File: config.mk
export PLATFORM = sky130hd
export DESIGN_NAME = pipe_stage_buf
export DESIGN_NICKNAME = d
export VERILOG_FILES = /design/src/rtl/pipe_stage_buf.sv
export SDC_FILE = /design/constraint.sdc
export NUM_CORES = 1
export LEC_CHECK = 0
export CORE_MARGIN = 3
export CORE_UTILIZATION = 40
export CTS_BUF_LIST = sky130_fd_sc_hd__clkbuf_16
export DETAILED_ROUTE_END_ITERATION = 16
export GPL_ROUTABILITY_DRIVEN = 0
export PLACE_DENSITY = 0.76
export SLEW_MARGIN = 25
export SYNTH_ARGS = -nofsm -noshare
export SYNTH_HDL_FRONTEND = slang
export SYNTH_SLANG_ARGS = --single-unit
File: constraint.sdc
create_clock -name clk -period 2.5 [get_ports clk]
set_input_delay 0.25 -clock clk [delete_from_list [all_inputs] [get_ports clk]]
set_output_delay 0.25 -clock clk [all_outputs]
set_load 0.01 [all_outputs]
File: src/rtl/pipe_stage_buf.sv
// pipe_stage_buf: elastic two-entry pipeline register between two CPU stages.
// Moves a PC plus an opaque payload over valid/ready handshakes, sustaining one
// transfer per cycle while in_ready stays a registered, state-decoded signal.
// Flush and reset squash every held entry; draining is strictly in order.
//
// Optional feature macro: PIPE_PERF_CNT_EN (adds bubble_cnt / stall_cnt).
//
// Ports:
//   clk, reset      clock and synchronous active-high reset
//   flush           squash all held entries at the next edge
//   in_valid/ready  upstream handshake (in_ready decoded from state only)
//   in_pc, in_data  upstream entry
//   out_valid/ready downstream handshake
//   out_pc/out_data head entry; RESET_PC / zero when the stage is empty
//   occupancy       held entries (0..2)
//   bubble_cnt      cycles with no valid head (PIPE_PERF_CNT_EN only)
//   stall_cnt       cycles with a valid head held by downstream (PIPE_PERF_CNT_EN only)
module pipe_stage_buf #(
  parameter int unsigned DATA_W   = 128,
  parameter int unsigned PC_W     = 32,
  parameter logic [31:0] RESET_PC = 32'h0000_3000,
  parameter int unsigned CNT_W    = 32
) (
  input  logic              clk,
  input  logic              reset,
  input  logic              flush,
  input  logic              in_valid,
  output logic              in_ready,
  input  logic [PC_W-1:0]   in_pc,
  input  logic [DATA_W-1:0] in_data,
  output logic              out_valid,
  input  logic              out_ready,
  output logic [PC_W-1:0]   out_pc,
  output logic [DATA_W-1:0] out_data,
  output logic [1:0]        occupancy
`ifdef PIPE_PERF_CNT_EN
  ,
  output logic [CNT_W-1:0]  bubble_cnt,
  output logic [CNT_W-1:0]  stall_cnt
`endif
);

  localparam logic [PC_W-1:0] BUBBLE_PC = PC_W'(RESET_PC);

  // State value doubles as the occupancy count.
  typedef enum logic [1:0] {
    S_EMPTY = 2'd0,
    S_ONE   = 2'd1,
    S_FULL  = 2'd2
  } state_e;

  state_e              r_state;
  logic [PC_W-1:0]     r_head_pc;
  logic [DATA_W-1:0]   r_head_data;
  logic [PC_W-1:0]     r_skid_pc;
  logic [DATA_W-1:0]   r_skid_data;

  logic w_acc;
  logic w_pop;

  // Reject nonsensical widths at elaboration.
  if (DATA_W < 1 || PC_W < 1 || CNT_W < 1) begin : g_bad_width
    $error("pipe_stage_buf: DATA_W, PC_W and CNT_W must all be at least 1");
  end

  // Handshake outputs are pure decodes of the state register.
  assign in_ready  = (r_state != S_FULL);
  assign out_valid = (r_state != S_EMPTY);
  assign occupancy = r_state;
  assign out_pc    = r_head_pc;
  assign out_data  = r_head_data;

  assign w_acc = in_valid & in_ready;
  assign w_pop = out_valid & out_ready;

  // Occupancy FSM with head/skid datapath; skid only fills behind a held head.
  always_ff @(posedge clk) begin
    if (reset || flush) begin
      r_state     <= S_EMPTY;
      r_head_pc   <= BUBBLE_PC;
      r_head_data <= '0;
      r_skid_pc   <= BUBBLE_PC;
      r_skid_data <= '0;
    end else begin
      case (r_state)
        S_EMPTY: begin
          if (w_acc) begin
            r_state     <= S_ONE;
            r_head_pc   <= in_pc;
            r_head_data <= in_data;
          end
        end
        S_ONE: begin
          if (w_acc && w_pop) begin
            r_head_pc   <= in_pc;
            r_head_data <= in_data;
          end else if (w_acc) begin
            r_state     <= S_FULL;
            r_skid_pc   <= in_pc;
            r_skid_data <= in_data;
          end else if (w_pop) begin
            r_state     <= S_EMPTY;
            r_head_pc   <= BUBBLE_PC;
            r_head_data <= '0;
          end
        end
        S_FULL: begin
          // in_ready is low here, so only a pop can move the stage.
          if (w_pop) begin
            r_state     <= S_ONE;
            r_head_pc   <= r_skid_pc;
            r_head_data <= r_skid_data;
          end
        end
        default: begin
          r_state <= S_EMPTY;
        end
      endcase
    end
  end

`ifdef PIPE_PERF_CNT_EN
  logic [CNT_W-1:0] r_bubble_cnt;
  logic [CNT_W-1:0] r_stall_cnt;

  assign bubble_cnt = r_bubble_cnt;
  assign stall_cnt  = r_stall_cnt;

  // Free-running wrap-around counters; flush deliberately leaves them alone.
  always_ff @(posedge clk) begin
    if (reset) begin
      r_bubble_cnt <= '0;
      r_stall_cnt  <= '0;
    end else begin
      if (!out_valid) begin
        r_bubble_cnt <= r_bubble_cnt + CNT_W'(1);
      end
      if (out_valid && !out_ready) begin
        r_stall_cnt <= r_stall_cnt + CNT_W'(1);
      end
    end
  end
`endif

endmodule

==> out/qor.txt, run 1 <==
Wire per inst: 18.5 um
Mapped Cells: 1486
Setup TNS: 0 ns
Commonest non-fill, non-tap cells in the layout: clkdlybuf4s50_1, dfxtp_1, nand2_1
Final hold slack: 0.321 ns
Commonest non-fill, non-tap cell in the layout: clkdlybuf4s50_1
VDD IR-drop max: 0.473 mV
Die height: 187 um
Combinational Power Share: 0.152
Post-Route WL: 40600 um
Skew-Pair Late Insertion Delay: 0.51 ns
Share of total power in the clock network: 0.404
Power Dens Cells: 685 nW/um^2
Adder and majority gate portion of the synthesized area: 0.00672
FILL cells: 2767
Flop pwr share: 0.444
Crit-path cells: inv_1 > ha_1 > nand2b_1 > buf_4 > a221oi_4 > buf_12 > a21oi_1 > a211oi_1
Root buf cell: clkbuf_16
Full die area: 34800 um^2
Sw power: 3100 uW
Gr usage total: 0.219
Vias/cell: 5.68
Register area: 6450 um^2
Max-slew violations: 0
CP Max Fanout: 78
Post-synthesis register bit count: 322
CTS HTree Levels: 2
Global-route wire length before repair: 64100 um
Post-Route Utilization: 0.560
Layout cells sized above 1: 0.0869
Clk sinks: 322
Sequential share of the synthesized area: 0.494
Grt ovf: 0
Ports: 329
Vias after detailed routing: 12400
Critical Path AT: 2.75 ns
HPWL Detailed: 24700 um
Pleak: 0.00591 uW
IO Port Bufs: 328
Worst hold path type: in -> reg
Mux cell area share after synthesis: 0
Synth async-reset ratio: 0
Vias in the first global route: 11700
Tmin final: 2.34 ns
Drt initial violations: 1027
Slew Limit Headroom: 0.614
Post-route antenna net violation count: 0
Area occupied by multi-input gates: 5870 um^2
CTS hold repair buffers: 0
Period utilization: 0.936
Synth warnings: 0
Clk buf depth: 3
Largest net degree at the start of global routing: 92
Synth Area in Simple Gates: 0.102
Status: finished clean
Required @ worst endpoint: 2.91 ns
RSZ-0062 raised after global routing: no
Initial antenna violation count: 2
Number of flops mapped to enable cells by yosys: 0
Chip width: 187 um
Internal power: 9100 uW
Syn_nets: 1658
Critical Path Sink Type: flip-flop
Crit-path slowest cell: dfxtp_1
Layout Skew: 0.0112 ns
Max-capacitance violation count: 0
Num rows: 65
First-pass DRT Iterations: 7
Cell area after synthesis: 13000 um^2
Largest stage delay on the critical path: 0.35 ns
Post-CTS resize count: 0
Main combinational cell family by area after synthesis: compound AO/OA/AOI/OAI gates
Achievable Freq: 0.428 GHz
Sw Share: 0.254
R2R setup slack: 0.16 ns
Drt drc: 0
Main synth FF type: dfxtp_1
Area growth from synthesis to layout: 36.5%
Avg Cell Area, Syn: 8.77 um^2
Clock transition at path regs: 0.06 ns
Startpoint types: flip-flop
Initial cell density of the core: 0.410
Setup violators final: 0
Worst slew pin tran: 0.571 ns
Post-synthesis cell type count: 36
Placeable Area: 31800 um^2
Post-CTS setup buffers: 0
Fin. Hold Viols: 0
Worst setup path category: reg -> reg
Post-synthesis compound-gate area fraction: 0.338
TritonCTS Buffers: 36
Nets: 1897
Synth Area in XOR/XNOR: 0
CTS tree: done
## final timing paths
kind | depth (start not counted) | to | from
min reg2reg | 2 | r_skid_data[12] | r_skid_data[12]
min | 3 | r_skid_pc[30] | in_pc[30]
max | 8 | out_pc[3] | occupancy[0]
max reg2reg | 8 | out_pc[3] | occupancy[0]
## synth_stat cells, types with 7 or more instances
| master | instances | area share |
|---|---|---|
| a211oi_1 | 94 | 0.054 |
| a211oi_2 | 64 | 0.061 |
| a21oi_1 | 317 | 0.12 |
| a22oi_1 | 158 | 0.091 |
| buf_2 | 68 | 0.026 |
| buf_4 | 13 | 0.0075 |
| clkbuf_1 | 78 | 0.022 |
| dfxtp_1 | 322 | 0.49 |
| ha_1 | 7 | 0.0067 |
| inv_1 | 8 | 0.0023 |
| nand2_1 | 320 | 0.092 |
| nand3_1 | 7 | 0.0027 |
## metrics by stage
step	instances	area [um^2]	setup slack (ns)	power, uW
CTS	2185	17800	0.183	12300
global placement	2122	16700	0.280	7340
finish	2187	17800	0.161	12200
floorplan	1486	13000	0.325	6480
global route	2187	17800	0.0270	12700
detailed placement	2122	16700	0.236	7370
## logic make-up (layout without fill, tap and decap cells)
| logic type | Yosys count | in the layout |
|---|---|---|
| flip-flops | 322 | 322 |
| other | 0 | 2 |
| AND/OR/NAND/NOR | 341 | 341 |
| adder cells (fa/ha/maj) | 7 | 7 |
| AO/OA/AOI/OAI | 648 | 648 |
| buffers and inverters | 168 | 432 |
## final cells by class
| class | count | share of cell area |
|---|---|---|
| Antenna cell | 2 | 0.000281 |
| Clock buffer | 37 | 0.0520 |
| Clock inverter | 26 | 0.00984 |
| Inverter | 8 | 0.00169 |
| Multi-Input combinational cell | 996 | 0.330 |
| Sequential cell | 322 | 0.362 |
| Tap cell | 435 | 0.0306 |
| Timing Repair Buffer | 361 | 0.214 |
## critical path: cells and delay by family (launching register included)
kind	cells	cell delay, ns
and+or+nand+nor	1	0.17
buffers and inverters	3	0.64
adders and majority gates	1	0.25
AOI/OAI and AO/OA	3	0.75
DFF	1	0.35
## power by group through the flow
stage               Sequential (uW)  Combinational [uW]  Clock (uW)
detailed placement             5530                1840           0
global placement               5530                1810           0
finish                         5420                1850        4930
global route                   5440                1990        5240
floorplan                      5580                 900           0
CTS                            5420                1850        5040
## layer usage
metal | global-route usage | routed length (um) | vias up
met1 | 0.295 | 17200 | 5987
met3 | 0.0509 | 3230 | 95
li1 | - | - | 5841
met5 | 0 | 0 | -
met2 | 0.346 | 18800 | 501
met4 | 0.0805 | 1270 | 0
## sequential cells by signal (all words and copies together) (netlist names)
register,flops
out_data,128
r_skid_data,128
out_pc,32
r_skid_pc,32
occupancy,2
No activity file was read; power rests on OpenSTA's default activity.
==> inputs of run 2 (changes only) <==
--- a/config.mk
+++ b/config.mk
@@ -5,6 +5,7 @@
 export SDC_FILE = /design/constraint.sdc
 export NUM_CORES = 1
 export LEC_CHECK = 0
+export ABC_AREA = 1
 export CORE_MARGIN = 3
 export CORE_UTILIZATION = 40
 export CTS_BUF_LIST = sky130_fd_sc_hd__clkbuf_16
==> run 2 against run 1 <==
  * Sequential cell count unchanged
  * Wire length down 8.9%
  * Cell count up 22%
  * Clock power up 4.7%
  * Via count up 5.6%
  * Design area up 2.0%
  * Die area up 3.7%
  * Synthesized area up 3.8%
  * Critical path depth up 4
  * Synthesized cell count up 32%
  * Utilization down 0.90 points
  * Maximum frequency up 5.7%
  * Largest power group unchanged
  * Highest routed layer unchanged
==> out/qor.txt, run 2 <==
Nets: 2385
Yosys top cell by area: dfxtp_1
Critical Path Sink Type: flip-flop
Setup violators final: 0
Layout cells sized above 1: 0.0403
Fin cells: 2677
Clk buf depth: 3
CTS tree: done
M1 GR Usage: 0.247
Initial cell density of the core: 0.411
Period utilization: 0.885
Avg Cell Area, Syn: 6.91 um^2
Top cells by area, synth: dfxtp_1, nor2_1, o21ai_0, nand2_1, a21oi_1
Post-Route WL: 36900 um
Die height: 190 um
Cell area after synthesis: 13500 um^2
Syn_nets: 2130
VDD IR-drop max: 0.370 mV
Main synth FF type: dfxtp_1
Ports: 329
Crit path from: occupancy[0]
Post-placement cell area: 17000 um^2
CP endpoint: out_data[99]
Tmin final: 2.21 ns
Layout Skew: 0.00907 ns
Pleak: 0.00776 uW
Global-route wire length before repair: 60000 um
Area growth from synthesis to layout: 34.1%
Max-slew violations: 0
Worst hold path type: in -> reg
Wire per inst: 13.8 um
Slew Limit Headroom: 0.576
Post-CTS setup buffers: 0
R2R setup slack: 0.29 ns
Grt ovf: 0
Drt initial violations: 767
TritonCTS Buffers: 36
Setup TNS: 0 ns
Post-Route Utilization: 0.551
Full die area: 36100 um^2
Max-capacitance violation count: 0
Num rows: 66
Vias in the first global route: 12600
Startpoint types: flip-flop
Synth warnings: 0
Mapped Cells: 1958
Synth top cells by count: nor2_1, nand2_1, dfxtp_1, o21ai_0, inv_1
Clock transition at path regs: 0.06 ns
RR Endpoint: out_data[99]
Vias after detailed routing: 13100
M3 GR Usage: 0.0402
Power Dens Cells: 742 nW/um^2
Largest net degree at the start of global routing: 153
Chip width: 190 um
Root buf cell: clkbuf_16
Placed cells: 2617
Gr usage total: 0.196
Met2 usage: 0.330
Commonest non-fill, non-tap cells in the layout: nor2_1, nand2_1, clkdlybuf4s50_1
Most used routing layer: met2
Finished layout cell area: 18100 um^2
Initial antenna violation count: 0
CP Max Fanout: 36
Post-CTS resize count: 0
Reg2reg start: occupancy[0]
IO Port Bufs: 328
Drt drc: 0
First-pass DRT Iterations: 6
CTS hold repair buffers: 0
Required @ worst endpoint: 2.89 ns
Sequential share of the synthesized area: 0.476
Worst slew pin tran: 0.635 ns
R2R depth: 12
Skew-Pair Late Insertion Delay: 0.51 ns
N_diodes: 0
Commonest non-fill, non-tap cell in the layout: nor2_1
RSZ-0062 raised after global routing: no
Clk sinks: 322
Placeable Area: 32900 um^2
Post-route antenna net violation count: 0
Worst setup path category: reg -> reg
Hold Crit Depth: 3
Number of flops mapped to enable cells by yosys: 0
CTS HTree Levels: 2
Vias/cell: 4.90
Post-synthesis register bit count: 322
Status: finished clean
Most instantiated library cell after synthesis: nor2_1
Share of the synthesized area in the top cell type: 0.476
Synth async-reset ratio: 0
Achievable Freq: 0.452 GHz
Fin. Hold Viols: 0
Power Total: 13500 uW
Post-synthesis cell type count: 20
Critical Path AT: 2.60 ns
HPWL Detailed: 24000 um
run 2: logic make-up (layout without fill, tap and decap cells):
group	after synthesis	after routing	synth area share
AOI/OAI and AO/OA	482	482	0.179
DFF	322	322	0.476
and+or+nand+nor	832	832	0.233
adders and majority gates	7	7	0.00647
buffers and inverters	315	592	0.106
run 2: area by class of cell:
class / instances / area (um^2)
clock inverters: 23 / 220
fillers: 2944 / 14800
repair buffers: 356 / 3670
multi-input cells: 1321 / 5670
clock buffers: 37 / 926
inverters: 176 / 663
flip-flops and latches: 322 / 6450
well taps: 442 / 553
run 2: routing by layer:
metal,part of all wire,up-vias
met5,0,-
met4,0.031,0
met3,0.071,84
met2,0.46,432
met1,0.44,5979
li1,-,6620
run 2: power breakdown:
part | internal (uW) | switching (uW) | leakage (uW) | total [uW]
clock network | 3090 | 2060 | 0.000558 | 5160
logic | 1200 | 1500 | 0.00459 | 2700
registers | 5430 | 179 | 0.00262 | 5610
total | 9730 | 3740 | 0.00776 | 13500
run 2: how the worst min path moves through the flow:
stage	start	end	slack [ns]
floorplan	in_pc[12]	r_skid_pc[12]	0.38
global placement	r_skid_pc[13]	r_skid_pc[13]	0.47
detailed placement	r_skid_pc[13]	r_skid_pc[13]	0.47
CTS	in_pc[9]	r_skid_pc[9]	0.29
global route	in_pc[18]	r_skid_pc[18]	0.30
finish	in_pc[16]	r_skid_pc[16]	0.31
run 2: per-stage QoR:
step	hold slack, ns	setup WS [ns]
floorplan	0.376	0.684
global placement	0.474	0.399
detailed placement	0.473	0.314
CTS	0.286	0.270
global route	0.303	0.0447
finish	0.308	0.287
run 2: critical path, cell delays in order, from the launching register on:
cell and delay [ns]:
dfxtp_1 0.43, inv_1 0.13, ha_1 0.24, inv_2 0.05, nand2_2 0.08, nand2_2 0.11
nand2_1 0.09, nor2_4 0.17, buf_12 0.18, buf_4 0.33, nand2_1 0.09, nor2_1 0.14
nor2_1 0.05
